`src/rtl/mmio_uart_port.sv`:
```
// rtl/mmio_uart_port.sv - MMIO output/input port and 8N1 TX FIFO responder on the MIPS data bus; define MMIO_UART_PARITY_EN for an even-parity bit
module mmio_uart_port #(
  parameter logic [31:0] BASE_ADDR  = 32'h1001_0000,
  parameter int          CLK_DIV    = 16,
  parameter int          FIFO_DEPTH = 4
) (
  input  logic        clk,
  input  logic        reset,
  input  logic [31:0] Address,
  input  logic [31:0] WriteData,
  input  logic        MemWrite,
  input  logic        MemRead,
  output logic [31:0] ReadData,
  output logic        Hit,
  input  logic [7:0]  PortIn,
  output logic [31:0] PortOut,
  output logic        TxD,
  output logic        TxBusy
);

  localparam int          AW          = $clog2(FIFO_DEPTH);
  localparam logic [15:0] BAUD_RELOAD = 16'(CLK_DIV - 1);
  localparam logic [4:0]  FIFO_FULL   = 5'(FIFO_DEPTH);
`ifdef MMIO_UART_PARITY_EN
  localparam logic        PARITY_FLAG = 1'b1;
`else
  localparam logic        PARITY_FLAG = 1'b0;
`endif

  typedef enum logic [2:0] {
    IDLE   = 3'd0,
    START  = 3'd1,
    DATA   = 3'd2,
    PARITY = 3'd3,
    STOP   = 3'd4
  } tx_state_t;

  // Bus decode
  logic [1:0] reg_sel;
  logic       hit;
  logic       wr_en;
  logic       wr_port;
  logic       push_req;
  logic       wr_status;
  logic       unused_addr_bits;

  assign hit              = (Address[31:4] == BASE_ADDR[31:4]);
  assign Hit              = hit;
  assign reg_sel          = Address[3:2];
  assign wr_en            = MemWrite && hit;
  assign wr_port          = wr_en && (reg_sel == 2'd0);
  assign push_req         = wr_en && (reg_sel == 2'd2);
  assign wr_status        = wr_en && (reg_sel == 2'd3);
  assign unused_addr_bits = ^Address[1:0];

  // Output port and input synchronizer
  logic [31:0] port_out;
  logic [7:0]  sync_1;
  logic [7:0]  sync_2;

  assign PortOut = port_out;

  // Output port register, written by stores to offset 0
  always_ff @(posedge clk or negedge reset) begin
    if (!reset) begin
      port_out <= 32'h0;
    end else if (wr_port) begin
      port_out <= WriteData;
    end
  end

  // Two-flop synchronizer for the asynchronous input port
  always_ff @(posedge clk or negedge reset) begin
    if (!reset) begin
      sync_1 <= 8'h0;
      sync_2 <= 8'h0;
    end else begin
      sync_1 <= PortIn;
      sync_2 <= sync_1;
    end
  end

  // TX FIFO
  logic [7:0]    fifo_mem [FIFO_DEPTH];
  logic [AW-1:0] wr_ptr;
  logic [AW-1:0] rd_ptr;
  logic [4:0]    count;
  logic          full;
  logic          empty;
  logic          push;
  logic          tx_pop;
  logic          overflow;

  // Full is taken from the pre-edge count, so a push beside a pop is still refused when full
  assign full  = (count == FIFO_FULL);
  assign empty = (count == 5'd0);
  assign push  = push_req && !full;

  // FIFO storage; no reset needed since count gates every read
  always_ff @(posedge clk) begin
    if (push) begin
      fifo_mem[wr_ptr] <= WriteData[7:0];
    end
  end

  // FIFO pointers and occupancy
  always_ff @(posedge clk or negedge reset) begin
    if (!reset) begin
      wr_ptr <= '0;
      rd_ptr <= '0;
      count  <= 5'd0;
    end else begin
      if (push) begin
        wr_ptr <= wr_ptr + 1'b1;
      end
      if (tx_pop) begin
        rd_ptr <= rd_ptr + 1'b1;
      end
      case ({push, tx_pop})
        2'b10:   count <= count + 5'd1;
        2'b01:   count <= count - 5'd1;
        default: count <= count;
      endcase
    end
  end

  // Sticky overflow; a rejected push outranks a clear in the same cycle
  always_ff @(posedge clk or negedge reset) begin
    if (!reset) begin
      overflow <= 1'b0;
    end else if (push_req && full) begin
      overflow <= 1'b1;
    end else if (wr_status && WriteData[2]) begin
      overflow <= 1'b0;
    end
  end

  // Serial transmitter
  tx_state_t  state;
  tx_state_t  state_n;
  logic [15:0] baud_cnt;
  logic [15:0] baud_n;
  logic [2:0]  bit_cnt;
  logic [2:0]  bit_n;
  logic [7:0]  shift;
  logic [7:0]  shift_n;
  logic        parity_bit;
  logic        parity_n;
  logic        tx_line;
  logic        baud_done;

  assign baud_done = (baud_cnt == 16'd0);
  assign TxD       = tx_line;
  assign TxBusy    = (state != IDLE);

  // TX state register; every state change reloads the baud counter so bits never drift
  always_ff @(posedge clk or negedge reset) begin
    if (!reset) begin
      state      <= IDLE;
      baud_cnt   <= 16'd0;
      bit_cnt    <= 3'd0;
      shift      <= 8'h0;
      parity_bit <= 1'b0;
    end else begin
      state      <= state_n;
      baud_cnt   <= baud_n;
      bit_cnt    <= bit_n;
      shift      <= shift_n;
      parity_bit <= parity_n;
    end
  end

  // TX next-state and line drive
  always_comb begin
    state_n  = state;
    baud_n   = baud_cnt;
    bit_n    = bit_cnt;
    shift_n  = shift;
    parity_n = parity_bit;
    tx_pop   = 1'b0;
    tx_line  = 1'b1;
    case (state)
      IDLE: begin
        tx_line = 1'b1;
        if (!empty) begin
          tx_pop   = 1'b1;
          shift_n  = fifo_mem[rd_ptr];
          parity_n = ^fifo_mem[rd_ptr];
          baud_n   = BAUD_RELOAD;
          state_n  = START;
        end
      end
      START: begin
        tx_line = 1'b0;
        if (baud_done) begin
          baud_n  = BAUD_RELOAD;
          bit_n   = 3'd0;
          state_n = DATA;
        end else begin
          baud_n = baud_cnt - 16'd1;
        end
      end
      DATA: begin
        tx_line = shift[0];
        if (baud_done) begin
          baud_n = BAUD_RELOAD;
          if (bit_cnt == 3'd7) begin
`ifdef MMIO_UART_PARITY_EN
            state_n = PARITY;
`else
            state_n = STOP;
`endif
          end else begin
            bit_n   = bit_cnt + 3'd1;
            shift_n = {1'b0, shift[7:1]};
          end
        end else begin
          baud_n = baud_cnt - 16'd1;
        end
      end
`ifdef MMIO_UART_PARITY_EN
      PARITY: begin
        tx_line = parity_bit;
        if (baud_done) begin
          baud_n  = BAUD_RELOAD;
          state_n = STOP;
        end else begin
          baud_n = baud_cnt - 16'd1;
        end
      end
`endif
      STOP: begin
        tx_line = 1'b1;
        if (baud_done) begin
          state_n = IDLE;
        end else begin
          baud_n = baud_cnt - 16'd1;
        end
      end
      default: begin
        state_n = IDLE;
      end
    endcase
  end

  // Load data mux; zero whenever the access is not a load into this window
  logic [31:0] status;

  assign status = {23'h0, count, PARITY_FLAG, overflow, TxBusy, full};

  always_comb begin
    ReadData = 32'h0;
    if (MemRead && hit) begin
      case (reg_sel)
        2'd0:    ReadData = port_out;
        2'd1:    ReadData = {24'h0, sync_2};
        2'd2:    ReadData = 32'h0;
        default: ReadData = status;
      endcase
    end
  end

endmodule

```
`config.mk`:
```
export PLATFORM = sky130hd
export DESIGN_NAME = mmio_uart_port
export DESIGN_NICKNAME = d
export VERILOG_FILES = /design/src/rtl/mmio_uart_port.sv
export SDC_FILE = /design/constraint.sdc
export NUM_CORES = 1
export LEC_CHECK = 0
export ABC_AREA = 0
export CAP_MARGIN = 25
export CORE_AREA = 4 4 153 155
export CTS_CLUSTER_SIZE = 40
export DETAILED_ROUTE_END_ITERATION = 10
export DIE_AREA = 0 0 157 159
export GPL_TIMING_DRIVEN = 0
export PLACE_DENSITY = 0.46
export SLEW_MARGIN = 20
export SYNTH_ARGS = -nofsm -noshare
export SYNTH_HDL_FRONTEND = slang
export SYNTH_SLANG_ARGS = --single-unit
```
`constraint.sdc`:
```
create_clock -name clk -period 3.5 [get_ports clk]
set_input_delay 0.7 -clock clk [delete_from_list [all_inputs] [get_ports clk]]
set_output_delay 0.7 -clock clk [all_outputs]
set_load 0.02 [all_outputs]
```
==> flow_summary.yaml <==
outcome:
  status: "completed"
sta:
  hold_viol_final: 0
  worst_slew_pin_slew_ns: 0.8254
  skew_ns: 0.005519
  setup_viol: 0
  fin_crit_sh_pct: 96.47
  max-slew-margin-rel_pct: 44.97
  fmax_mhz: 296.2
  maxSlewViolCount: 0
  period_needed_ns: 3.376
  rsz0062_at_grt: "no"
synth:
  synthFlopType: "dfrtp_1"
  yosys-top-cells-area: "dfrtp_1, edfxtp_1, mux2_2, mux4_2, and2_1"
  synth_area_um2: 5451
  yosys-top-cells-count: "dfrtp_1, mux2_2, edfxtp_1, and2_1, nand2_1"
  synth_seq_cells: 120
  ys_warn_count: 0
  synthDistinctLibCells: 51
  synthCells: 427
  synthArstFlopShare_pct: 73.33
  synth.largest_area_cell: "dfrtp_1"
  syn_nets: 516
  synth_area_per_cell_um2: 12.77
  synth.top_cell.area_share_pct: 40.39
  synth_edf_count: 32
  synth_most_common_cell: "dfrtp_1"
  ys_seq_area_share_pct: 58.02
clock_network:
  numCtsBuffers: 17
  htreeDepth: 4
  cts.sinks: 120
  clk_latency_ns: 0.41
  cts.root.buffer_cell: "clkbuf_16"
  cts_max_path_buffers: 2
  tritoncts: "built"
  clk_pin_slew_ns: 0.05
  hold_buffers: 0
drt:
  wl_per_cell_um: 16.17
  wirelength_mm: 14.31
  vias: 3972
  drc: 0
  post_drt_via_cell_ratio: 4.488
  postRouteAntennaNets: 0
  drt_iter0_drc: 180
  firstDrtPassIters: 4
placed_design:
  place_congestion: 0.7467
  place_area_um2: 7232
  port_buffers: 140
  dpl.hpwl_mm: 10.58
final_layout:
  diodes: 0
  nFillCells: 2114
  drive_gt1_share_pct: 23.14
  area_delta_synth_final_pct: 46.75
  fin_area_um2: 8000
  utilization_pct: 36.66
  register_area_um2: 3163
  multi_input_area_um2: 2232
  fin_nets: 681
grt:
  grt_pass1_wl_mm: 23.07
  grt_pass1_vias: 4211
  grt_overflow: 0
  grt_max_degree: 49
  antenna_found_initial: 0
  grt_use_total_pct: 11.74
floorplanning:
  fp.coreArea_um2: 21820
  die_area_um2: 24960
  rows: 54
  fp.dieH_um: 159
  pin_count: 143
  start_util_pct: 24.98
  die_w_um: 157
setup_path:
  crit_path_end_kind: "output port"
  cp_num_buf_inv: 3
  cp_slowest_stage_delay_ns: 0.59
  crit_chain: "clkdlybuf4s50_1 > buf_2 > mux2_2 > a22oi_1 > nor2_1 > clkdlybuf4s50_1"
  crit_fanout: 10
  path_class: "in -> out"
  cp.required_ns: 2.80
  cp_slowest_cell: "clkdlybuf4s50_1"
  crit_top_cell: "clkdlybuf4s50_1"
  start_kind: "input port"
  cp_top_family: "buffers and inverters"
  arrival_ns: 2.68
power_and_ir_drop:
  peakVddDrop_uv: 367.2
  powerDensity_nw_per_um2: 433.4
  leakage_nw: 3.544
hold_path:
  min_path_type: "in -> async"
job:
  drv_cap: 0
## timing repair
item | in CTS | in global routing
gates cloned | 0 | 0
setup endpoints to repair | 36 | 30
setup buffers | 5 | 0
resized for setup | 89 | 18
pin swaps | 5 | 3
## worst register-to-register path, stage by stage (launching register included)
cell and delay [ns]:
dfrtp_1 0.39, clkbuf_1 0.21, or3_1 0.53, a21oi_2 0.32, ha_1 0.29, inv_1 0.10, fa_1 0.42, nor2b_1 0.13
o21ai_0 0.11, and3_1 0.21, nor3_2 0.14, xor2_1 0.16
## final cells by class
type | instances | share of cell area, %
flip-flops and latches | 120 | 39.54
multi-input cells | 269 | 27.90
repair buffers | 146 | 17.99
clock buffers | 25 | 6.584
well taps | 280 | 4.379
plain buffers | 21 | 1.439
clock inverters | 7 | 1.376
inverters | 17 | 0.7976
## registers in the layout, indices dropped and copies added, names as in the netlist
name      flops
wr_ptr        2
PortOut      32
count         5
bit_cnt       3
fifo_mem     32
shift         8
sync_1        8
baud_cnt     16
sync_2        8
rd_ptr        2
overflow      1
state         3
## where the power goes
part / internal, mW / total, mW / switching (mW)
clock: 1.25 / 1.85 / 0.597
combinational: 0.0934 / 0.157 / 0.0634
sequential: 1.46 / 1.46 / 0.00580
total: 2.80 / 3.47 / 0.666
## cell usage in the layout (no fill, tap or decap), drive strengths merged, types with 4 or more instances in the layout
cell | synthesis | final
mux2 | 40 | 40
buf | 11 | 28
or2 | 4 | 4
nand2 | 22 | 22
or4 | 10 | 10
edfxtp | 32 | 32
clkbuf | 10 | 36
mux4 | 8 | 8
o21ai | 18 | 18
dlygate4sd2 | 0 | 4
a21oi | 21 | 21
clkdlybuf4s15 | 0 | 9
nor3 | 6 | 6
nor4 | 7 | 7
clkinv | 0 | 4
dfrtp | 88 | 88
ha | 12 | 12
dlymetal6s2s | 0 | 7
clkdlybuf4s50 | 0 | 108
o31ai | 9 | 9
inv | 17 | 17
a22oi | 8 | 8
mux2i | 11 | 11
nor2 | 15 | 15
xor2 | 5 | 5
or3 | 9 | 9
and2 | 27 | 27
## metal layers
| layer | track usage (%) | vias to the layer above | share of wire, % |
|---|---|---|---|
| met3 | 3.968 | 14 | 5.5 |
| met4 | 4.260 | 0 | 1.4 |
| met1 | 14.21 | 1953 | 43 |
| met5 | 0 | - | 0 |
| li1 | - | 1893 | - |
| met2 | 19.36 | 112 | 50 |
## cells by family (layout without fill, tap and decap cells)
family	after synthesis	count (layout)	share of synthesized area (%)
AND/OR/NAND/NOR	122	122	13.27
flip-flops	120	120	58.02
AO/OA/AOI/OAI	67	67	7.712
multiplexers	59	59	13.59
buffers and inverters	38	216	3.007
adder cells (fa/ha/maj)	13	13	3.121
XOR/XNOR	8	8	1.285
## path summary, 6_finish.rpt
| kind | slack, ns | from | cells past startpoint | end |
|---|---|---|---|---|
| min in group clk | 0.35 | sync_1[5] | 0 | sync_2[5] |
| min | 0.21 | reset | 1 | sync_2[1] |
| min reg2reg | 0.35 | sync_1[5] | 0 | sync_2[5] |
| max reg2reg | 0.43 | state[0] | 11 | count[4] |
| max | 0.12 | Address[3] | 6 | ReadData[2] |
| max in group asynchronous | 2.70 | reset | 2 | shift[1] |
## stage by stage
stage	hold WS, ns	instances	setup TNS (ns)	total power, mW	worst slack (ns)
global route	0.2410	885	0	3.595	0.005679
global placement	0.3320	847	-191.55	1.634	-1.751
detailed placement	0.3347	848	-37.48	1.640	-1.194
CTS	0.2227	885	0	3.517	0.01180
finish	0.2133	885	0	3.467	0.1237
floorplan	0.3312	427	0	1.515	0.08685
No activity file was read; power rests on OpenSTA's default activity.
